### config.mk
export PLATFORM = sky130hd
export DESIGN_NAME = rf_writeback
export DESIGN_NICKNAME = d
export VERILOG_FILES = /design/src/rtl/rf_writeback.sv
export SDC_FILE = /design/constraint.sdc
export NUM_CORES = 1
export LEC_CHECK = 0
export ABC_CLOCK_PERIOD_IN_PS = 2850
export BUFFER_PORTS_ARGS = -buffer_cell sky130_fd_sc_hd__buf_2
export CORE_MARGIN = 2
export CORE_UTILIZATION = 30
export CTS_CLUSTER_SIZE = 25
export DETAILED_ROUTE_END_ITERATION = 16
export MAX_ROUTING_LAYER = met4
export PLACE_DENSITY_LB_ADDON = 0.2
export SYNTH_ARGS = -nofsm -noshare
export SYNTH_HDL_FRONTEND = slang
export SYNTH_SLANG_ARGS = --single-unit
### constraint.sdc
create_clock -name clk -period 2.85 [get_ports clk]
set_input_delay 0.1425 -clock clk [delete_from_list [all_inputs] [get_ports clk]]
set_output_delay 0.1425 -clock clk [all_outputs]
set_load 0.01 [all_outputs]
### src/rtl/rf_writeback.sv
// Register-file writeback arbiter: loads win, ALU results queue in a FIFO.
// Optional macro RF_WRITEBACK_BYPASS_EN sends an ALU result straight to the outputs when nothing is queued.
module rf_writeback #(
  parameter int DEPTH = 4
) (
  input  logic        clk,
  input  logic        rst,
  input  logic        alu_valid,
  output logic        alu_ready,
  input  logic [4:0]  alu_rd,
  input  logic [31:0] alu_data,
  input  logic        ld_valid,
  input  logic [4:0]  ld_rd,
  input  logic [2:0]  ld_funct3,
  input  logic [1:0]  ld_byte_off,
  input  logic [31:0] ld_rdata,
  output logic        rf_write_en,
  output logic [4:0]  rf_write_reg,
  output logic [31:0] rf_write_data,
  output logic [4:0]  fifo_count
);

  localparam int PW = (DEPTH > 1) ? $clog2(DEPTH) : 1;
  localparam logic [4:0] DEPTH_C = 5'(DEPTH);

  // Handshake: an ALU result transfers on a rising edge where alu_valid && alu_ready;
  // alu_ready depends only on occupancy, loads are never backpressured.
  logic [36:0]   mem_q [DEPTH];
  logic [36:0]   mem_d [DEPTH];
  logic [PW-1:0] wr_ptr_q, wr_ptr_d;
  logic [PW-1:0] rd_ptr_q, rd_ptr_d;
  logic [4:0]    count_q, count_d;
  logic          wr_en_q, wr_en_d;
  logic [4:0]    wr_reg_q, wr_reg_d;
  logic [31:0]   wr_data_q, wr_data_d;

  logic          fifo_empty;
  logic          bypass;
  logic          push;
  logic          pop;
  logic [36:0]   head;
  logic [7:0]    ld_byte;
  logic [15:0]   ld_half;
  logic [31:0]   ld_fmt;

  assign alu_ready  = (count_q != DEPTH_C);
  assign fifo_empty = (count_q == 5'd0);
  assign head       = mem_q[rd_ptr_q];

`ifdef RF_WRITEBACK_BYPASS_EN
  assign bypass = alu_valid && alu_ready && fifo_empty && !ld_valid;
`else
  assign bypass = 1'b0;
`endif

  assign push = alu_valid && alu_ready && !bypass;
  assign pop  = !ld_valid && !fifo_empty;

  always_comb begin
    ld_byte = ld_rdata[7:0];
    case (ld_byte_off)
      2'd0:    ld_byte = ld_rdata[7:0];
      2'd1:    ld_byte = ld_rdata[15:8];
      2'd2:    ld_byte = ld_rdata[23:16];
      default: ld_byte = ld_rdata[31:24];
    endcase
    ld_half = ld_byte_off[1] ? ld_rdata[31:16] : ld_rdata[15:0];
    case (ld_funct3)
      3'b000:  ld_fmt = {{24{ld_byte[7]}}, ld_byte};
      3'b100:  ld_fmt = {24'd0, ld_byte};
      3'b001:  ld_fmt = {{16{ld_half[15]}}, ld_half};
      3'b101:  ld_fmt = {16'd0, ld_half};
      default: ld_fmt = ld_rdata;
    endcase
  end

  always_comb begin
    for (int i = 0; i < DEPTH; i++) begin
      mem_d[i] = mem_q[i];
    end
    if (push) begin
      mem_d[wr_ptr_q] = {alu_rd, alu_data};
    end
    wr_ptr_d = push ? wr_ptr_q + PW'(1) : wr_ptr_q;
    rd_ptr_d = pop  ? rd_ptr_q + PW'(1) : rd_ptr_q;
    case ({push, pop})
      2'b10:   count_d = count_q + 5'd1;
      2'b01:   count_d = count_q - 5'd1;
      default: count_d = count_q;
    endcase

    // rd = 0 writes are consumed but never strobed into the register file.
    wr_en_d   = 1'b0;
    wr_reg_d  = wr_reg_q;
    wr_data_d = wr_data_q;
    if (ld_valid) begin
      wr_en_d   = (ld_rd != 5'd0);
      wr_reg_d  = ld_rd;
      wr_data_d = ld_fmt;
    end else if (pop) begin
      wr_en_d   = (head[36:32] != 5'd0);
      wr_reg_d  = head[36:32];
      wr_data_d = head[31:0];
    end else if (bypass) begin
      wr_en_d   = (alu_rd != 5'd0);
      wr_reg_d  = alu_rd;
      wr_data_d = alu_data;
    end
  end

  always_ff @(posedge clk or negedge rst) begin
    if (!rst) begin
      for (int i = 0; i < DEPTH; i++) begin
        mem_q[i] <= '0;
      end
      wr_ptr_q  <= '0;
      rd_ptr_q  <= '0;
      count_q   <= '0;
      wr_en_q   <= 1'b0;
      wr_reg_q  <= '0;
      wr_data_q <= '0;
    end else begin
      for (int i = 0; i < DEPTH; i++) begin
        mem_q[i] <= mem_d[i];
      end
      wr_ptr_q  <= wr_ptr_d;
      rd_ptr_q  <= rd_ptr_d;
      count_q   <= count_d;
      wr_en_q   <= wr_en_d;
      wr_reg_q  <= wr_reg_d;
      wr_data_q <= wr_data_d;
    end
  end

  assign rf_write_en   = wr_en_q;
  assign rf_write_reg  = wr_reg_q;
  assign rf_write_data = wr_data_q;
  assign fifo_count    = count_q;

endmodule

==> flow_metrics.tcl <==
set metrics [dict create \
    outcome "complete, no violations" \
    grt_pass1_vias 6198 \
    routabilityCongestion 0.8130 \
    critPathKind "reg -> reg" \
    cpMostUsedCell "inv_1" \
    io_buffer_count 126 \
    totalPowerFinal_mw 12.29 \
    cp.required_ns 3.17 \
    rsz0062_at_grt "false" \
    grt_usage_pct 16.46 \
    synth_area_per_cell_sq_um 14.05 \
    drt-pass1-iter-count 4 \
    vdd_drop_max_mv 0.4915 \
    timing.final.crit_share_pct 93.30 \
    postRouteAntennaNets 0 \
    ys_warn_count 0 \
    synth_cell_types 37 \
    grt_pass1_wl_um 37560 \
    row_count 64 \
    fmax_ghz 0.3761 \
    final_common_cell "dfrtp_1" \
    cellPowerDensity_nw_per_um2 1073 \
    vias 6052 \
    final_cell_mix "192 x dfrtp_1, 149 x mux2_2, 125 x buf_2" \
    finalCriticalPeriod_ns 2.659 \
    largest_register_ffs 148 \
    start_util_pct 30.24 \
    viasPerCell 4.877 \
    max_slew_margin_pct 47.54 \
    drt-total-wl_um 24800 \
    die_area_sq_um 32000 \
    slowest_delay_ns 0.45 \
    skew_ns 0.01849 \
    synth-seq-cells 195 \
    maxSlewViolCount 0 \
    drt_iter0_drc 307 \
    syn_area_sq_um 9176 \
    h-tree-depth 4 \
    fill_cells 2923 \
    cp-start-kind "flop" \
    fin_setup_tns_ns 0 \
    synth.net_count 745 \
    worst_hold_path_type "in -> reg" \
    crit_fanout 4 \
    top_register "mem_q" \
    cts_sinks 195 \
    drc 0 \
    grt_overflow 0 \
    syn2layout_area_growth_pct 24.88 \
    leakage_nw 4.914 \
    maxCapViolations 0 \
    die_x_um 178.9 \
    finalNetCount 923 \
    crit_arrival_ns 2.98 \
    layout-drive-gt1-share_pct 44.31 \
    clock_path_buffers 2 \
    routedWlPerCell_um 19.99 \
    finalHoldViolCount 0 \
    antenna_found_initial 0 \
    worstSkewPairLatency_ns 0.44 \
    end_kind "flop" \
    grt_start_max_net_pins 81 \
    clk_pin_slew_ns 0.07 \
    tightest_slew_ns 0.7869 \
    fp.dieH_um 178.9 \
    cts_tree "yes" \
    crit_chain "nor4_4 > nand2_1 > and2_1 > inv_1 > ha_2 > inv_1 > fa_2 > nor2b_1 > o21ai_1 > nand3_1 > or3b_2 > xnor2_1" \
    clockRootBuffer "clkbuf_16" \
    cts_setup_buffers 0 \
    hold_slack_ns 0.008787 \
    io-pin-count 127 \
    core-area_sq_um 30350 \
    ys_seq_area_share_pct 53.18 \
    dp_hpwl_um 17000 \
    slowest_stage "or3b_2" \
    final-setup-viol-count 0 \
    syn_inst 653 \
    numCtsBuffers 17 \
]
-- kinds of logic (layout without fill, tap and decap cells) --
kind of cell | Yosys count | count (layout) | synth area share [%]
other | 0 | 1 | 0
xor gates and xnor gates | 7 | 7 | 0.6681
adders and majority gates | 9 | 9 | 1.309
DFF | 195 | 195 | 53.18
buffers and inverters | 52 | 243 | 3.041
AOI/OAI and AO/OA | 106 | 106 | 7.268
and+or+nand+nor | 75 | 75 | 4.404
muxes | 209 | 209 | 30.13
-- stage by stage --
stage,util (%),cells,worst slack [ns],area (sq um)
after floorplan,-,653,0.01174,9184
after global placement,34.03,1155,0.1307,10330
after detailed placement,34.03,1155,0.1117,10330
after CTS,37.71,1240,0.09457,11450
after global routing,37.75,1240,0.01275,11460
final,37.76,1241,0.1910,11460
-- layer usage --
| layer | global-route usage (%) | wire, um | vias to the layer above |
|---|---|---|---|
| li1 | - | - | 2775 |
| met1 | 22.99 | 12020 | 3118 |
| met2 | 24.74 | 11260 | 147 |
| met3 | 3.541 | 1323 | 12 |
| met4 | 3.354 | 206 | 0 |
| met5 | - | 0 | - |
-- synthesized netlist by cell type --
| library cell | instances | area, sq um |
|---|---|---|
| dfrtp_1 | 195 | 4880 |
| mux2_2 | 149 | 1678 |
| nand2_1 | 35 | 131.4 |
| mux4_2 | 33 | 743.2 |
| a21oi_1 | 27 | 135.1 |
| nor2b_1 | 26 | 162.7 |
| a211oi_1 | 25 | 187.7 |
| o21ai_0 | 19 | 95.09 |
| clkbuf_1 | 17 | 63.81 |
| buf_4 | 16 | 120.1 |
| mux2i_1 | 16 | 160.2 |
| o22ai_1 | 15 | 93.84 |
| inv_1 | 9 | 33.78 |
| ha_1 | 8 | 100.1 |
| a21boi_0 | 7 | 52.55 |
| buf_2 | 7 | 35.03 |
| mux2_1 | 7 | 78.83 |
| o22a_1 | 7 | 61.31 |
| mux4_1 | 4 | 105.1 |
| nand2_4 | 4 | 45.04 |
| xnor2_1 | 4 | 35.03 |
| nor2_1 | 3 | 11.26 |
| xor2_1 | 3 | 26.28 |
| a31oi_1 | 2 | 12.51 |
| buf_6 | 2 | 22.52 |
| or4_1 | 2 | 15.01 |
| a21o_1 | 1 | 7.510 |
| and2_1 | 1 | 6.260 |
| buf_1 | 1 | 3.750 |
| fa_1 | 1 | 20.02 |
| nand2b_1 | 1 | 6.260 |
| nand3_1 | 1 | 5.000 |
| nor4_2 | 1 | 12.51 |
| o211ai_1 | 1 | 7.510 |
| o21ai_1 | 1 | 5.000 |
| o31a_1 | 1 | 8.760 |
| or3b_2 | 1 | 8.760 |
-- power breakdown --
part           switching (mW)  internal [mW]  leakage, nW
clock                    1.13           1.30        0.277
sequential              0.794           4.16         2.31
combinational            2.03           2.88         2.33
-- layout make-up --
type,count,area (sq um),area share (%)
Antenna cell,1,2.502,0.02184
Clock buffer,21,470.5,4.105
Clock inverter,11,117.6,1.026
Inverter,9,33.78,0.2948
Multi-Input combinational cell,406,4039,35.24
Sequential cell,195,4883,42.61
Tap cell,396,495.5,4.324
Timing Repair Buffer,202,1418,12.37
-- what timing repair did --
action / CTS / global route
endpoints found under the setup margin: 0 / 1
hold buffers: 53 / 0
endpoints found under the hold margin: 224 / 0
resized for setup: 0 / 2
-- worst paths after layout --
kind,slack (ns),from,end,cells after the start
max in group asynchronous,1.65,rst,mem_q[116],3
worst max-delay path,0.19,fifo_count[1],fifo_count[4],12
min in group asynchronous,0.32,rst,rf_write_data[30],2
worst min register to register,0.49,mem_q[78],mem_q[78],1
worst min-delay path,0.009,alu_data[5],mem_q[79],2
worst max register to register,0.19,fifo_count[1],fifo_count[4],12
-- critical path, delay by kind of cell, from the launching register on --
family          cells  cell delay (ns)
simple gates        6             1.20
flops               1             0.42
fa+ha+maj           2             0.56
buf+inv             2             0.14
compound gates      1             0.08
xor+xnor            1             0.13
Note: power is estimated with default switching activity, not from simulation.
